--- config.mk ---
export PLATFORM = sky130hd
export DESIGN_NAME = mem_port_arbiter_flat
export DESIGN_NICKNAME = d
export VERILOG_FILES = /design/src/rtl/mem_port_arbiter_pkg.sv /design/src/rtl/mem_port_arbiter_if.sv /design/src/rtl/mem_port_arbiter_prio_sel.sv /design/src/rtl/mem_port_arbiter.sv /design/src/flat_wrapper.sv
export SDC_FILE = /design/constraint.sdc
export NUM_CORES = 1
export LEC_CHECK = 0
export ABC_AREA = 1
export ABC_CLOCK_PERIOD_IN_PS = 1200
export CORE_AREA = 2 2 106 108
export CTS_CLUSTER_SIZE = 10
export DETAILED_ROUTE_END_ITERATION = 8
export DIE_AREA = 0 0 108 110
export DONT_BUFFER_PORTS = 1
export PLACE_DENSITY = 0.5
export SKIP_LAST_GASP = 1
export SYNTH_ARGS = -nofsm -noshare
export SYNTH_HDL_FRONTEND = slang
export SYNTH_SLANG_ARGS = --single-unit
--- constraint.sdc ---
create_clock -name clk_i -period 1.2 [get_ports clk_i]
set_input_delay 0.24 -clock clk_i [delete_from_list [all_inputs] [get_ports clk_i]]
set_output_delay 0.24 -clock clk_i [all_outputs]
set_load 0.005 [all_outputs]
--- src/rtl/mem_port_arbiter_pkg.sv ---
// rtl/mem_port_arbiter_pkg.sv - shared types for the IF/LSU memory port arbiter
package mem_port_arbiter_pkg;

  localparam int XLEN = 32;

  typedef enum logic [1:0] {
    IDLE     = 2'd0,
    ISSUE    = 2'd1,
    WAIT_RSP = 2'd2
  } arb_state_e;

  typedef enum logic {
    OWN_IF  = 1'b0,
    OWN_LSU = 1'b1
  } arb_owner_e;

  typedef struct packed {
    logic            we;
    logic [3:0]      be;
    logic [XLEN-1:0] addr;
    logic [XLEN-1:0] wdata;
  } mem_req_t;

endpackage

--- src/rtl/mem_port_arbiter_if.sv ---
// rtl/mem_port_arbiter_if.sv - requester and memory-side signals of the memory port arbiter
interface mem_port_arbiter_if #(
  parameter int AW = mem_port_arbiter_pkg::XLEN
) ();
  import mem_port_arbiter_pkg::*;

  logic            if_req_i;
  logic [AW-1:0]   if_addr_i;
  logic            if_gnt_o;
  logic            if_rvalid_o;
  logic [XLEN-1:0] if_rdata_o;

  logic            lsu_req_i;
  logic            lsu_we_i;
  logic [3:0]      lsu_be_i;
  logic [AW-1:0]   lsu_addr_i;
  logic [XLEN-1:0] lsu_wdata_i;
  logic            lsu_gnt_o;
  logic            lsu_rvalid_o;
  logic [XLEN-1:0] lsu_rdata_o;

  logic            mem_req_o;
  logic            mem_we_o;
  logic [3:0]      mem_be_o;
  logic [AW-1:0]   mem_addr_o;
  logic [XLEN-1:0] mem_wdata_o;
  logic            mem_gnt_i;
  logic            mem_rvalid_i;
  logic [XLEN-1:0] mem_rdata_i;

  // Arbiter side
  modport slave (
    input  if_req_i, if_addr_i,
    output if_gnt_o, if_rvalid_o, if_rdata_o,
    input  lsu_req_i, lsu_we_i, lsu_be_i, lsu_addr_i, lsu_wdata_i,
    output lsu_gnt_o, lsu_rvalid_o, lsu_rdata_o,
    output mem_req_o, mem_we_o, mem_be_o, mem_addr_o, mem_wdata_o,
    input  mem_gnt_i, mem_rvalid_i, mem_rdata_i
  );

  // Requesters plus memory model side
  modport master (
    output if_req_i, if_addr_i,
    input  if_gnt_o, if_rvalid_o, if_rdata_o,
    output lsu_req_i, lsu_we_i, lsu_be_i, lsu_addr_i, lsu_wdata_i,
    input  lsu_gnt_o, lsu_rvalid_o, lsu_rdata_o,
    input  mem_req_o, mem_we_o, mem_be_o, mem_addr_o, mem_wdata_o,
    output mem_gnt_i, mem_rvalid_i, mem_rdata_i
  );

endinterface

--- src/rtl/mem_port_arbiter_prio_sel.sv ---
// rtl/mem_port_arbiter_prio_sel.sv - fixed LSU-first priority select with starvation override
module mem_port_arbiter_prio_sel
  import mem_port_arbiter_pkg::*;
#(
  parameter int STARVE_LIMIT = 4,
  parameter int CW           = 3
) (
  input  logic          if_req,
  input  logic          lsu_req,
  input  logic [CW-1:0] starve_cnt,
  output logic          sel_if,
  output logic          sel_lsu
);

  logic if_starved;

  // IF overrides LSU only once it has lost STARVE_LIMIT arbitrations in a row
  always_comb begin
    if_starved = (starve_cnt == CW'(STARVE_LIMIT));
    sel_lsu    = lsu_req && !(if_req && if_starved);
    sel_if     = if_req && !sel_lsu;
  end

endmodule

--- src/rtl/mem_port_arbiter.sv ---
// rtl/mem_port_arbiter.sv - IF/LSU single-port memory arbiter; ARB_STARVE_GUARD_EN enables IF starvation guard
module mem_port_arbiter
  import mem_port_arbiter_pkg::*;
#(
  parameter int STARVE_LIMIT = 4,
  parameter int AW           = XLEN
) (
  input logic               clk_i,
  input logic               rstn_i,
  mem_port_arbiter_if.slave bus
);

  localparam logic [1:0] ST_IDLE     = IDLE;
  localparam logic [1:0] ST_ISSUE    = ISSUE;
  localparam logic [1:0] ST_WAIT_RSP = WAIT_RSP;
  localparam int         CW          = $clog2(STARVE_LIMIT + 1);

  logic [1:0]    state_q;
  arb_owner_e    owner_q;
  mem_req_t      req_q;
  logic          mem_req_q;
  logic [CW-1:0] starve_cnt;

  logic sel_if;
  logic sel_lsu;
  logic in_idle;
  logic accept_if;
  logic accept_lsu;
  logic rsp_fire;

  mem_port_arbiter_prio_sel #(
    .STARVE_LIMIT (STARVE_LIMIT),
    .CW           (CW)
  ) u_prio_sel (
    .if_req     (bus.if_req_i),
    .lsu_req    (bus.lsu_req_i),
    .starve_cnt (starve_cnt),
    .sel_if     (sel_if),
    .sel_lsu    (sel_lsu)
  );

  // Grants and response routing; everything is silenced while reset is held
  always_comb begin
    in_idle    = (state_q == ST_IDLE);
    accept_if  = rstn_i && in_idle && sel_if;
    accept_lsu = rstn_i && in_idle && sel_lsu;
    rsp_fire   = rstn_i && (state_q == ST_WAIT_RSP) && bus.mem_rvalid_i;
  end

  assign bus.if_gnt_o     = accept_if;
  assign bus.lsu_gnt_o    = accept_lsu;
  assign bus.if_rvalid_o  = rsp_fire && (owner_q == OWN_IF);
  assign bus.lsu_rvalid_o = rsp_fire && (owner_q == OWN_LSU);
  assign bus.if_rdata_o   = bus.mem_rdata_i;
  assign bus.lsu_rdata_o  = bus.mem_rdata_i;

  assign bus.mem_req_o   = mem_req_q;
  assign bus.mem_we_o    = req_q.we;
  assign bus.mem_be_o    = req_q.be;
  assign bus.mem_addr_o  = AW'(req_q.addr);
  assign bus.mem_wdata_o = req_q.wdata;

`ifdef ARB_STARVE_GUARD_EN
  // Count arbitrations IF loses while still requesting; any IF win or IF drop clears it
  always_ff @(posedge clk_i) begin
    if (!rstn_i) begin
      starve_cnt <= '0;
    end else if (!bus.if_req_i || accept_if) begin
      starve_cnt <= '0;
    end else if (accept_lsu && (starve_cnt != CW'(STARVE_LIMIT))) begin
      starve_cnt <= starve_cnt + CW'(1);
    end
  end
`else
  assign starve_cnt = '0;
`endif

  // One transaction at a time: accept in IDLE, hold request until taken, wait for the response
  always_ff @(posedge clk_i) begin
    if (!rstn_i) begin
      state_q   <= ST_IDLE;
      owner_q   <= OWN_IF;
      mem_req_q <= 1'b0;
      req_q     <= '0;
    end else begin
      case (state_q)
        ST_IDLE: begin
          if (accept_lsu) begin
            owner_q   <= OWN_LSU;
            req_q     <= '{we: bus.lsu_we_i, be: bus.lsu_be_i,
                           addr: XLEN'(bus.lsu_addr_i), wdata: bus.lsu_wdata_i};
            mem_req_q <= 1'b1;
            state_q   <= ST_ISSUE;
          end else if (accept_if) begin
            owner_q   <= OWN_IF;
            req_q     <= '{we: 1'b0, be: 4'hF, addr: XLEN'(bus.if_addr_i), wdata: '0};
            mem_req_q <= 1'b1;
            state_q   <= ST_ISSUE;
          end
        end
        ST_ISSUE: begin
          if (bus.mem_gnt_i) begin
            mem_req_q <= 1'b0;
            state_q   <= ST_WAIT_RSP;
          end
        end
        ST_WAIT_RSP: begin
          if (bus.mem_rvalid_i) begin
            state_q <= ST_IDLE;
          end
        end
        default: begin
          mem_req_q <= 1'b0;
          state_q   <= ST_IDLE;
        end
      endcase
    end
  end

endmodule

--- src/flat_wrapper.sv ---
// flat-port wrapper written by rule: the top's interface ports become plain ports
module mem_port_arbiter_flat import mem_port_arbiter_pkg::*;
#(
  parameter int STARVE_LIMIT = 4,
  parameter int AW           = XLEN
)
  (clk_i, rstn_i, bus_if_req_i, bus_if_addr_i, bus_if_gnt_o, bus_if_rvalid_o, bus_if_rdata_o, bus_lsu_req_i, bus_lsu_we_i, bus_lsu_be_i, bus_lsu_addr_i, bus_lsu_wdata_i, bus_lsu_gnt_o, bus_lsu_rvalid_o, bus_lsu_rdata_o, bus_mem_req_o, bus_mem_we_o, bus_mem_be_o, bus_mem_addr_o, bus_mem_wdata_o, bus_mem_gnt_i, bus_mem_rvalid_i, bus_mem_rdata_i);
  mem_port_arbiter_if #(.AW(AW)) bus_i ();
  input logic clk_i;
  input logic rstn_i;
  input wire logic [$bits(bus_i.if_req_i)-1:0] bus_if_req_i;
  input wire logic [$bits(bus_i.if_addr_i)-1:0] bus_if_addr_i;
  output wire logic [$bits(bus_i.if_gnt_o)-1:0] bus_if_gnt_o;
  output wire logic [$bits(bus_i.if_rvalid_o)-1:0] bus_if_rvalid_o;
  output wire logic [$bits(bus_i.if_rdata_o)-1:0] bus_if_rdata_o;
  input wire logic [$bits(bus_i.lsu_req_i)-1:0] bus_lsu_req_i;
  input wire logic [$bits(bus_i.lsu_we_i)-1:0] bus_lsu_we_i;
  input wire logic [$bits(bus_i.lsu_be_i)-1:0] bus_lsu_be_i;
  input wire logic [$bits(bus_i.lsu_addr_i)-1:0] bus_lsu_addr_i;
  input wire logic [$bits(bus_i.lsu_wdata_i)-1:0] bus_lsu_wdata_i;
  output wire logic [$bits(bus_i.lsu_gnt_o)-1:0] bus_lsu_gnt_o;
  output wire logic [$bits(bus_i.lsu_rvalid_o)-1:0] bus_lsu_rvalid_o;
  output wire logic [$bits(bus_i.lsu_rdata_o)-1:0] bus_lsu_rdata_o;
  output wire logic [$bits(bus_i.mem_req_o)-1:0] bus_mem_req_o;
  output wire logic [$bits(bus_i.mem_we_o)-1:0] bus_mem_we_o;
  output wire logic [$bits(bus_i.mem_be_o)-1:0] bus_mem_be_o;
  output wire logic [$bits(bus_i.mem_addr_o)-1:0] bus_mem_addr_o;
  output wire logic [$bits(bus_i.mem_wdata_o)-1:0] bus_mem_wdata_o;
  input wire logic [$bits(bus_i.mem_gnt_i)-1:0] bus_mem_gnt_i;
  input wire logic [$bits(bus_i.mem_rvalid_i)-1:0] bus_mem_rvalid_i;
  input wire logic [$bits(bus_i.mem_rdata_i)-1:0] bus_mem_rdata_i;
  assign bus_i.if_req_i = bus_if_req_i;
  assign bus_i.if_addr_i = bus_if_addr_i;
  assign bus_if_gnt_o = bus_i.if_gnt_o;
  assign bus_if_rvalid_o = bus_i.if_rvalid_o;
  assign bus_if_rdata_o = bus_i.if_rdata_o;
  assign bus_i.lsu_req_i = bus_lsu_req_i;
  assign bus_i.lsu_we_i = bus_lsu_we_i;
  assign bus_i.lsu_be_i = bus_lsu_be_i;
  assign bus_i.lsu_addr_i = bus_lsu_addr_i;
  assign bus_i.lsu_wdata_i = bus_lsu_wdata_i;
  assign bus_lsu_gnt_o = bus_i.lsu_gnt_o;
  assign bus_lsu_rvalid_o = bus_i.lsu_rvalid_o;
  assign bus_lsu_rdata_o = bus_i.lsu_rdata_o;
  assign bus_mem_req_o = bus_i.mem_req_o;
  assign bus_mem_we_o = bus_i.mem_we_o;
  assign bus_mem_be_o = bus_i.mem_be_o;
  assign bus_mem_addr_o = bus_i.mem_addr_o;
  assign bus_mem_wdata_o = bus_i.mem_wdata_o;
  assign bus_i.mem_gnt_i = bus_mem_gnt_i;
  assign bus_i.mem_rvalid_i = bus_mem_rvalid_i;
  assign bus_i.mem_rdata_i = bus_mem_rdata_i;
  mem_port_arbiter #(.STARVE_LIMIT(STARVE_LIMIT), .AW(AW)) u_core (.clk_i(clk_i), .rstn_i(rstn_i), .bus(bus_i));
endmodule
==> results of run 1 <==
## where the power goes
group / internal, mW / switching, mW
clock: 1.02 / 0.988
combinational: 0.704 / 0.651
sequential: 2.61 / 0.158
## logic make-up (layout without fill, tap and decap cells)
family | after synthesis | count (layout)
compound gates | 74 | 74
buf+inv | 105 | 83
flops | 73 | 73
simple gates | 252 | 252
## timing repair
item | CTS | global route
endpoints found under the setup margin | 59 | 75
hold buffers | 4 | 3
cloned | 14 | 5
buffers inserted | 15 | 3
hold endpoints to repair | 4 | 3
gates resized for setup | 111 | 60
pin swaps | 20 | 60
## final timing paths
| path | start | to | slack (ns) |
|---|---|---|---|
| min | bus_lsu_wdata_i[22] | u_core.bus.mem_wdata_o[22]$_SDFFE_PN0P_ | 0.009 |
| max reg2reg | u_core.state_q[0]$_SDFFE_PN0P_ | u_core.bus.mem_wdata_o[16]$_SDFFE_PN0P_ | -0.23 |
| max | u_core.state_q[0]$_SDFFE_PN0P_ | u_core.bus.mem_wdata_o[16]$_SDFFE_PN0P_ | -0.23 |
| min reg2reg | u_core.bus.mem_we_o$_SDFFE_PN0P_ | u_core.bus.mem_we_o$_SDFFE_PN0P_ | 0.48 |
## sequential cells by signal (all words and copies together) (netlist names)
name,cells
u_core.bus.mem_addr_o,32
u_core.bus.mem_wdata_o,32
u_core.bus.mem_be_o,4
u_core.state_q,2
u_core.bus.mem_req_o,1
u_core.bus.mem_we_o,1
u_core.owner_q,1
## final cells by class
type	instances	area (um^2)
well taps	140	175
clock buffers	10	138
inverters	12	71.3
clock inverters	6	65.1
flip-flops and latches	73	1460
multi-input cells	326	1730
fillers	1035	6060
repair buffers	55	993
## routing by layer
layer	vias up	global-route usage, %	share of wire, %
met5	-	0	0
met1	1433	19.1	39
li1	1453	-	-
met2	183	33.1	51
met4	0	5.31	0.99
met3	8	6.41	9.3
## metrics by stage
stage               util, %  setup WS (ns)  instance area, um^2  hold WS (ns)
CTS                    40.7         -0.233                 4360      0.000463
global route           43.4         -0.278                 4640      0.000595
finish                 43.4         -0.229                 4640       0.00900
detailed placement     30.1        -0.0990                 3220         0.391
global placement       30.1        -0.0207                 3220         0.388
floorplan                 -        -0.0137                 3550         0.387
## cell usage in the layout (no fill, tap or decap), drive strengths merged, types with 4 or more instances in the layout
| master | count |
|---|---|
| a21oi | 37 |
| buf | 44 |
| clkbuf | 14 |
| clkinv | 4 |
| dfxtp | 73 |
| dlygate4sd3 | 7 |
| inv | 12 |
| nand2 | 170 |
| nand3 | 4 |
| nor2 | 75 |
| o21ai | 37 |
==> impl_metrics.env, run 1 <==
export IMPL_synth_edf_count=0
export IMPL_clockBufferDepth=2
export IMPL_rsz0062_at_grt="yes"
export IMPL_first_pass_iters=6
export IMPL_finalHoldViolCount=0
export IMPL_gp_congestion=0.717
export IMPL_io_buffers=0
export IMPL_dr_total_vias=3077
export IMPL_ff2ff_path_depth=9
export IMPL_pin_count=277
export IMPL_yosysTopAreaCellShare_pct=41.3
export IMPL_htreeDepth=3
export IMPL_power_leakage_nw=1.99
export IMPL_grt_pass1_wl_um=15800
export IMPL_grt_start_max_net_pins=38
export IMPL_grt_use_total_pct=17.9
export IMPL_max_vdd_ir_drop_mv=0.530
export IMPL_fin_crit_ns=1.43
export IMPL_end_kind="register"
export IMPL_path_clk_slew_ns=0.08
export IMPL_synth_top_family_by_area="simple AND/OR/NAND/NOR gates"
export IMPL_cp_depth=9
export IMPL_fmax_mhz=700
export IMPL_required_ns=1.44
export IMPL_dr_first_iter_drc_count=236
export IMPL_postSynthCellCount=504
export IMPL_slew_headroom_pct=87.2
export IMPL_synth_cell_type_count=19
export IMPL_async_flop_share_pct=0
export IMPL_hp_class="input pin to register"
export IMPL_area_growth_pct=31.2
export IMPL_synth_fa_ha_area_share_pct=0
export IMPL_die_x_um=108
export IMPL_status="finished with violations"
export IMPL_synth_compound_area_share_pct=10.6
export IMPL_wl_um=11700
export IMPL_grt_pass1_vias=2997
export IMPL_synth_top_cells_by_count="nand2_1 (169), nor2_1 (74), dfxtp_1 (73)"
export IMPL_period_share_pct=119
export IMPL_worst_slew_pin_slew_ns=0.190
export IMPL_netlist_area_mm2=0.00354
export IMPL_path_common_cell="buf_12"
export IMPL_cpPeakStageDelay_ns=0.35
export IMPL_die_area_mm2=0.0119
export IMPL_postRouteAntennaNets=0
export IMPL_min_path_cells=2
export IMPL_cp_num_buf_inv=4
export IMPL_antenna_found_initial=0
export IMPL_placed_cells=567
export IMPL_vias_per_cell=4.95
export IMPL_start_util_pct=33.1
export IMPL_stdcell_count=622
export IMPL_drive_above_1_share_pct=32.6
export IMPL_ys_ff_latch=73
export IMPL_cts_buffers=9
export IMPL_routedWlPerCell_um=18.8
export IMPL_synthSimpleGateAreaFrac_pct=27.8
export IMPL_yosysSeqAreaShare_pct=41.3
export IMPL_clock_latency_ns=0.35
export IMPL_drc=0
export IMPL_skew_ns=0.00966
export IMPL_ys_flop_type="dfxtp_1"
export IMPL_cts_tree="built"
export IMPL_synthXorXnorAreaFrac_pct=0
export IMPL_crit_arrival_ns=1.67
export IMPL_setup_slack_ns=-0.229
export IMPL_start_kind="register"
export IMPL_crit_type="register to register"
export IMPL_synth_largest_area_cell="dfxtp_1"
export IMPL_clockRootBuffer="clkbuf_8"
export IMPL_yosys_warnings=0
export IMPL_worstPathMaxFanout=8
export IMPL_path_cells="nor2_4 -> nand3_4 -> buf_12 -> nand2_8 -> inv_16 -> buf_12 -> buf_16 -> nand2_2 -> a21oi_1"
export IMPL_crit_family="buffers and inverters"
export IMPL_rows=38
export IMPL_insertedDiodeCount=0
export IMPL_nNetsFinal=616
export IMPL_synthTopCellsByArea="dfxtp_1 (41%), nand2_1 (18%), buf_4 (15%), nor2_1 (7.9%), o21ai_0 (5.2%)"
export IMPL_avgSynthCellArea_um2=7.02
export IMPL_failed_checks="setup timing"
export IMPL_fin_total_pwr_mw=6.13
export IMPL_slew_violations=0
export IMPL_maxCapViolations=0
export IMPL_clock_sinks=73
export IMPL_dp_hpwl_um=6530
export IMPL_synth_most_common_cell="nand2_1"
export IMPL_tns_ns=-11.05
export IMPL_overflow=0
export IMPL_dieHeight_um=110
export IMPL_fp_coreArea_mm2=0.0107
export IMPL_syn_nets=643
export IMPL_cp_slowest_cell="dfxtp_2"
export IMPL_power_density_mw_per_mm2=1320
export IMPL_finalSetupViolations=74
export IMPL_synthMuxAreaShare_pct=0
(Power assumes the default switching activity.)
==> run 2: changes to the inputs <==
Settings changed: ABC_AREA 1 to not set, CORE_AREA 2 2 106 108 to 2 2 109 111, DIE_AREA 0 0 108 110 to 0 0 111 113, PLACE_DENSITY 0.5 to 0.48.
==> run 2 against run 1 <==
  * The flow still finishes with violations (setup timing)
  * Via count is 24% lower
  * Count of clock-buffer cells in the layout is 1 lower
  * Critical path type unchanged
  * Clock power is 44% higher
  * Highest routed layer unchanged
  * Largest power group is now the clock network
==> impl_metrics.env, run 2 <==
export IMPL_clock_latency_ns=0.33
export IMPL_required_ns=1.42
export IMPL_synth_top_cells_by_count="dfxtp_1 (73), buf_4 (65), a22o_1 (33), nand2b_1 (33), a2bb2oi_2 (20)"
export IMPL_start_kind="register"
export IMPL_r2r_start="u_core.state_q[1]$_SDFFE_PN0P_"
export IMPL_clockRootBuffer="clkbuf_16"
export IMPL_fp_coreArea_mm2=0.0113
export IMPL_power_leakage_nw=1.51
export IMPL_antenna_found_initial=0
export IMPL_crit_type="register to register"
export IMPL_path_clk_slew_ns=0.06
export IMPL_start_util_pct=31.0
export IMPL_grt_use_total_pct=13.1
export IMPL_status="finished with violations"
export IMPL_period_share_pct=131
export IMPL_max_vdd_ir_drop_mv=1.12
export IMPL_first_pass_iters=4
export IMPL_setup_slack_ns=-0.369
export IMPL_fmax_mhz=637
export IMPL_postSynthCellCount=325
export IMPL_slew_violations=0
export IMPL_die_area_mm2=0.0125
export IMPL_rsz0062_at_grt="yes"
export IMPL_worstPathMaxFanout=8
export IMPL_final_common_cell="dfxtp_1"
export IMPL_skew_ns=0.00613
export IMPL_min_to="u_core.bus.mem_wdata_o[9]$_SDFFE_PN0P_"
export IMPL_ys_ff_latch=73
export IMPL_area_growth_pct=17.4
export IMPL_drive_above_1_share_pct=35.7
export IMPL_synth_edf_count=0
export IMPL_cts_buffers=9
export IMPL_dr_first_iter_drc_count=113
export IMPL_grt_pass1_wl_um=12600
export IMPL_finalSetupViolations=75
export IMPL_yosysTopAreaCellShare_pct=41.9
export IMPL_postRouteAntennaNets=0
export IMPL_nNetsFinal=425
export IMPL_cts_hold_buf=0
export IMPL_clockBufferDepth=2
export IMPL_dr_total_vias=2345
export IMPL_cts_tree="built"
export IMPL_synth_cell_type_count=34
export IMPL_worstHoldStart="bus_lsu_wdata_i[9]"
export IMPL_grt_start_max_net_pins=69
export IMPL_mostFrequentLayoutCells="dfxtp_1 (71), a22o_1 (33), nand2b_1 (32)"
export IMPL_cp_slowest_cell="o31a_4"
export IMPL_routedWlPerCell_um=20.9
export IMPL_dieHeight_um=113
export IMPL_worst_slew_pin_slew_ns=0.602
export IMPL_wl_um=9050
export IMPL_final_util_pct=36.4
export IMPL_htreeDepth=3
export IMPL_power_density_mw_per_mm2=1630
export IMPL_min_path_cells=1
export IMPL_yosys_warnings=0
export IMPL_syn_nets=464
export IMPL_synthTopCellsByArea="dfxtp_1 (42%), buf_4 (14%), a2bb2oi_2 (8.6%), a22o_1 (8.3%), nand2b_1 (5.9%)"
export IMPL_io_buffers=0
export IMPL_synth_most_common_cell="dfxtp_1"
export IMPL_async_flop_share_pct=0
export IMPL_vias_per_cell=5.40
export IMPL_failed_checks="setup timing"
export IMPL_gp_congestion=0.714
export IMPL_ys_flop_type="dfxtp_1"
export IMPL_overflow=0
export IMPL_pin_count=277
export IMPL_cpPeakStageDelay_ns=0.42
export IMPL_netlist_area_mm2=0.00349
export IMPL_yosysSeqAreaShare_pct=41.9
export IMPL_drc=0
export IMPL_finalHoldViolCount=0
export IMPL_insertedDiodeCount=0
export IMPL_clock_sinks=73
export IMPL_path_cells="buf_4 -> buf_6 -> buf_6 -> o31a_4 -> clkbuf_16 -> a22o_1"
export IMPL_avgSynthCellArea_um2=10.7
export IMPL_slew_headroom_pct=59.4
export IMPL_hp_class="input pin to register"
export IMPL_cp_startpoint="u_core.state_q[1]$_SDFFE_PN0P_"
export IMPL_r2r_slack_ns=-0.37
export IMPL_synth_largest_area_cell="dfxtp_1"
export IMPL_maxCapViolations=0
export IMPL_rr_endpoint="u_core.bus.mem_wdata_o[2]$_SDFFE_PN0P_"
export IMPL_finalInstanceArea_mm2=0.00410
export IMPL_fin_crit_ns=1.57
export IMPL_path_common_cell="buf_6"
export IMPL_ff2ff_path_depth=6
export IMPL_die_x_um=111
export IMPL_dp_hpwl_um=5660
export IMPL_placed_cell_area_mm2=0.00326
export IMPL_crit_arrival_ns=1.78
export IMPL_grt_pass1_vias=2313
export IMPL_end_kind="register"
export IMPL_rows=39
[run 2: changes by cell type after synthesis, sizes merged, moves of 33 or more]
cell / previous run / this run
nor2: 75 / 5
nand2b: 0 / 33
a21oi: 37 / 0
nand2: 170 / 2
a22o: 0 / 33
o21ai: 37 / 2
[run 2: stage by stage]
stage	power [mW]	hold slack [ns]	setup slack, ns	setup TNS (ns)	cells
floorplan	3.59	0.373	-0.132	-3.84	325
global placement	3.54	0.370	-0.106	-4.07	395
detailed placement	3.55	0.371	-0.134	-4.89	395
CTS	6.71	0.0181	-0.391	-16.96	424
global route	7.00	0.0194	-0.410	-25.87	434
finish	6.69	0.0370	-0.369	-21.96	434
[run 2: worst max path at each step]
| stage | slack (ns) | end |
|---|---|---|
| after CTS | -0.39 | bus_if_gnt_o |
| after detailed placement | -0.13 | u_core.bus.mem_addr_o[6]$_SDFFE_PN0P_ |
| after floorplan | -0.13 | u_core.bus.mem_addr_o[19]$_SDFFE_PN0P_ |
| final | -0.37 | u_core.bus.mem_wdata_o[2]$_SDFFE_PN0P_ |
| after global placement | -0.11 | bus_if_gnt_o |
| after global routing | -0.41 | bus_if_gnt_o |
[run 2: kinds of logic (layout without fill, tap and decap cells)]
kind of cell | Yosys count | after routing | share of synthesized area (%)
and+or+nand+nor | 47 | 47 | 8.35
DFF | 73 | 73 | 41.9
AOI/OAI and AO/OA | 109 | 109 | 30.8
buffers and inverters | 96 | 62 | 19.0
[run 2: area by class of cell]
| class | instances | area (um^2) |
|---|---|---|
| Sequential cell | 73 | 1460 |
| Tap cell | 143 | 179 |
| Clock inverter | 7 | 101 |
| Multi-Input combinational cell | 156 | 1500 |
| Inverter | 2 | 7.51 |
| Clock buffer | 9 | 225 |
| Fill cell | 1070 | 7170 |
| Timing Repair Buffer | 44 | 618 |
[run 2: power breakdown]
group / switching [mW] / internal, mW / total (mW)
Clock: 1.06 / 1.84 / 2.90
Combinational: 0.356 / 0.613 / 0.969
Sequential: 0.184 / 2.63 / 2.82
[run 2: critical path, delay by kind of cell (launching register included)]
kind            cells  cell delay [ns]
compound gates      2             0.60
buf+inv             4             0.54
flops               1             0.32
[run 2: layer usage]
layer	vias up	global-route usage (%)	routed length, um
met1	1095	14.4	3420
met2	152	21.5	4480
li1	1079	-	-
met3	19	6.48	980
met5	-	0	0
met4	0	6.08	167
[run 2: repair_timing]
item | 4_1_cts | 5_1_grt
gates resized for setup | 32 | 11
buffers inserted | 10 | 7
setup endpoints to repair | 75 | 76
endpoints found under the hold margin | 0 | 0
pin swaps | 9 | 10
gates cloned | 4 | 6
==> run 3: changes to the inputs <==
Settings changed: CAP_MARGIN set to 20.
==> results of run 3 <==
The final DEF is identical to that of run 2; final timing and power are the same.
==> variant 1, RTL diff (flow settings as in run 3) <==
Add a define of `ARB_STARVE_GUARD_EN`.
--- a/src/rtl/mem_port_arbiter.sv
+++ b/src/rtl/mem_port_arbiter.sv
@@ -1,2 +1,4 @@
 // rtl/mem_port_arbiter.sv - IF/LSU single-port memory arbiter; ARB_STARVE_GUARD_EN enables IF starvation guard
+`define ARB_STARVE_GUARD_EN
+
 module mem_port_arbiter
Check against the original RTL: no difference found for any inputs over 4 cycles, from zero or initial values and one cycle with rstn_i low; that may be too few to reach the edited logic, so the function may still have changed.
==> variant 1 against run 3 <==
- the flow still finishes with violations (negative setup slack)
- sequential cell count rose by 3
- synthesized cell count rose by 32%
- fmax rose by 1.1%
- total power fell by 3.6%
- routed wire length rose by 22%
- design area rose by 13%
- critical path depth fell by 3
- setup slack improved by 0.017 ns
- first-iteration DRC count rose by 140%
- area after synthesis rose by 14%
- largest power group is now registers
==> variant 1: results (changes against run 3) <==
metric,value,unit,change
tightest_slew,0.5606,ns,was 0.6018 ns
violations,negative setup slack,,unchanged
grt_pass1_wl,17420,um,was 12610 um
status,"finished, violations left",,unchanged
synth.net_count,570,,was 464
path_max_fanout,6,,was 8
setup_slack,-0.3524,ns,was -0.3690 ns
min_from,rstn_i,,was bus_lsu_wdata_i[9]
post-place-ws,-0.2439,ns,was -0.1342 ns
min_to,u_core.bus.mem_addr_o[23]$_SDFFE_PN0P_,,was u_core.bus.mem_wdata_o[9]$_SDFFE_PN0P_
drive_gt1_frac,0.3034,,was 0.3574
ys_top_cells_by_area,"dfxtp_1, buf_4, mux2i_1",,"was dfxtp_1, buf_4, a2bb2oi_2"
rr_startpoint,u_core.state_q[0]$_SDFFE_PN0P_,,was u_core.state_q[1]$_SDFFE_PN0P_
ir_drop,0.7111,mV,was 1.122 mV
tns,-16.35,ns,was -21.96 ns
routed_via_density,5.864,,was 5.403
gp_congestion,0.7149,,was 0.7135
fin_cells,522,,was 434
grt_usage,0.1749,,was 0.1313
r2r_cells,5,,was 6
routed_wl,11030,um,was 9052 um
intPower,4809,uW,was 5086 uW
root_buffer,clkbuf_16,,unchanged
place_area,3906,um2,was 3261 um2
worst_hold_path.num_cells,2,,was 1
syn_area_per_cell,9.275,um2,was 10.74 um2
report.final.setup_viol,76,,was 75
reg2reg_slack,-0.33,ns,was -0.37 ns
p_leak,0.001627,uW,was 0.001505 uW
reg2reg_to,u_core.bus.mem_addr_o[1]$_SDFFE_PN0P_,,was u_core.bus.mem_wdata_o[2]$_SDFFE_PN0P_
grt_max_degree,78,,was 69
seq_area_frac_synth,0.3824,,was 0.4186
yosysUniqueCellTypes,35,,was 34
place_inst,488,,was 395
dpl.hpwl,6848,um,was 5664 um
skew,0.005547,ns,was 0.006129 ns
cp.arrival,1.31,ns,was 1.78 ns
drt_iter0_drc,269,,was 113
synth_top_cells_by_count,"dfxtp_1, buf_4, o21ai_0, a21oi_1, nand4_1",,"was dfxtp_1, buf_4, a22o_1, nand2b_1, a2bb2oi_2"
grt_pass1_vias,3151,,was 2313
variant 1: cell count changes in the layout (fill, tap and decap cells not counted), sizes merged, moves of 3 or more:
cell / delta
o311ai: -32
a21boi: +34
o21ai: +33
mux2i: +32
dfxtp: +3
a21oi: +34
nand3: +4
nand2b: -33
nand4: +33
a2bb2oi: -31
nand2: +3
o41ai: +32
clkinv: +3
a22o: -33
variant 1: how the worst max path moves through the flow:
stage,endpoint,from,depth (start not counted)
2_1_floorplan,u_core.bus.mem_addr_o[30]$_SDFFE_PN0P_,u_core.starve_cnt[0]$_SDFFE_PP0P_,7
3_3_place_gp,u_core.bus.mem_be_o[1]$_SDFFE_PN0P_,u_core.state_q[0]$_SDFFE_PN0P_,5
6_report,bus_if_gnt_o,u_core.state_q[0]$_SDFFE_PN0P_,3
5_1_grt,bus_if_gnt_o,u_core.state_q[1]$_SDFFE_PN0P_,3
3_5_place_dp,u_core.bus.mem_addr_o[19]$_SDFFE_PN0P_,u_core.starve_cnt[0]$_SDFFE_PP0P_,5
4_1_cts,bus_if_gnt_o,u_core.state_q[1]$_SDFFE_PN0P_,3
variant 1: cell families (layout without fill, tap and decap cells):
logic type | after synthesis | in the layout | share of synthesized area
AOI/OAI and AO/OA | 145 | 145 | 0.2440
buffers and inverters | 115 | 65 | 0.1928
DFF | 76 | 76 | 0.3824
and+or+nand+nor | 59 | 59 | 0.09403
muxes | 32 | 32 | 0.08050
adders and majority gates | 2 | 2 | 0.006288
variant 1: final cells by class:
type                    count  area (um2)
fillers                  1102        6643
multi-input cells         238        1984
flip-flops and latches     76        1531
repair buffers             44       626.9
clock buffers              12       266.5
well taps                 143       178.9
clock inverters             4       22.52
inverters                   5       18.77
variant 1: critical path, cell delays in order, from the launching register on:
cell and delay (ns):
dfxtp_4 0.36, and4bb_2 0.34, buf_6 0.11, a21boi_4 0.17
variant 1: metal layers:
layer	GRT usage	part of all wire	wire (um)
met5	0	0	0
met4	0.06167	0.017	191
met3	0.09427	0.11	1207
met2	0.2814	0.47	5224
met1	0.1984	0.40	4408
variant 1: through the flow:
step                hold WS [ns]  utilization
floorplan                 0.3881            -
global placement          0.3631       0.3465
detailed placement        0.3710       0.3465
CTS                     0.003397       0.4093
global route            0.006723       0.4107
finish                   0.02864       0.4107
variant 1: power by group through the flow:
stage	logic (uW)	registers (uW)	clock network, uW
final	1020	2830	2590
after global routing	1110	2850	2810
after CTS	1030	2830	2680
after detailed placement	765	2890	0
after global placement	746	2890	0
after floorplan	855	2840	0
variant 1: what timing repair did:
item                                   4_1_cts  5_1_grt
gates cloned                                 7        0
setup endpoints to repair                   77       78
pin swaps                                   62        5
hold buffers                                 2        0
endpoints found under the hold margin        2        0
gates resized for setup                     55        9
buffers inserted                             9        1
==> variant 2, RTL diff (config.mk and constraints of run 3) <==
Without the edit above. `XLEN`: 32 -> 36.
--- a/src/rtl/mem_port_arbiter_pkg.sv
+++ b/src/rtl/mem_port_arbiter_pkg.sv
@@ -3,3 +3,3 @@
 
-  localparam int XLEN = 32;
+  localparam int XLEN = 36;
 
Ports: changed (8 resized); port bits go from 277 to 309. No check against the original RTL was run, so the function may have changed too.
==> variant 2 against run 3 <==
- the run still ends with negative setup slack left
- total power is 2.6% higher
- count of clock-buffer cells in the layout stayed put
- sequential share of layout area is 5.1 points higher
- design area is 2.8% lower
- die area stayed put
- setup slack better by 0.077 ns
- routed wire length is 17% higher
- area after synthesis is 7.8% higher
- clock skew is 0.0028 ns lower
- sequential cell count is 8 higher
- critical path type unchanged
- largest power group is now registers
- highest routed layer unchanged
==> variant 2: results (changes against run 3) <==
metric,value,unit,change
skew,0.003298,ns,was 0.006129 ns
grt_usage,0.1554,,was 0.1313
drt_iter0_drc,98,,was 113
synth.net_count,515,,was 464
use_met1,0.1794,,was 0.1437
drt-wirelength-per-cell,23.93,um,was 20.86 um
ys_top_cells_by_area,"dfxtp_1, buf_4, a22o_1",,"was dfxtp_1, buf_4, a2bb2oi_2"
status,"finished, violations left",,unchanged
dpl.hpwl,7151,um,was 5664 um
cp.arrival,1.72,ns,was 1.78 ns
wl_met1,4223,um,was 3422 um
vias,2514,,was 2345
final_util,0.3533,,was 0.3636
ir_drop,0.7046,mV,was 1.122 mV
post-place-ws,-0.1600,ns,was -0.1342 ns
gp_congestion,0.7298,,was 0.7135
grt_use_met3,0.07552,,was 0.06481
grt_max_degree,77,,was 69
grt_pass1_wl,14960,um,was 12610 um
max_stage_delay,0.38,ns,was 0.42 ns
antenna_found_initial,1,,was 0
met2_wirelength,4995,um,was 4481 um
seq_area_frac_synth,0.4309,,was 0.4186
violations,negative setup slack,,unchanged
setup_slack,-0.2920,ns,was -0.3690 ns
report.final.setup_viol,83,,was 75
-- variant 2: cell types whose count changed after synthesis, moves of 8 or more --
cell              run 3  this run
dfxtp_1              73        81
a2bb2oi_2            20         5
o311ai_0             18        36
o311ai_1             14         0
buf_4                65        74
a2bb2oi_1            11        30
-- variant 2: final cells by class --
cell class	count	area, um2
Antenna cell	1	2.502
Clock buffer	9	225.2
Fill cell	1117	7289
Clock inverter	6	92.59
Inverter	2	7.507
Timing Repair Buffer	27	384.1
Sequential cell	81	1627
Multi-Input combinational cell	172	1465
Tap cell	143	178.9
-- variant 2: final timing paths --
path                                           startpoint                                       to  slack (ns)  cells after the start
setup reg to reg           u_core.state_q[0]$_SDFFE_PN0P_   u_core.bus.mem_wdata_o[9]$_SDFFE_PN0P_       -0.29                      5
hold reg to reg   u_core.bus.mem_wdata_o[15]$_SDFFE_PN0P_  u_core.bus.mem_wdata_o[15]$_SDFFE_PN0P_        0.50                      1
setup / recovery           u_core.state_q[0]$_SDFFE_PN0P_   u_core.bus.mem_wdata_o[9]$_SDFFE_PN0P_       -0.29                      5
hold / removal                                     rstn_i           u_core.state_q[0]$_SDFFE_PN0P_        0.02                      1
-- variant 2: metrics by stage --
step           area, um2  TNS [ns]
2_1_floorplan       3811    -5.552
5_1_grt             3980    -25.21
3_3_place_gp        3410    -5.969
6_report            3983    -21.07
4_1_cts             3860    -18.67
3_5_place_dp        3410    -8.473
-- variant 2: power groups by stage --
stage                     registers [uW]  clock network, uW  logic [uW]
final                               3120               2950         792
after detailed placement            3180                  0         654
after CTS                           3120               3030         722
after global routing                3140               3140         857
after floorplan                     3110                  0         785
after global placement              3180                  0         633
-- variant 2: what timing repair did --
item,CTS,global route
endpoints found under the setup margin,83,83
pin swaps,4,2
gates cloned,2,4
setup buffers,4,0
gates resized for setup,12,4
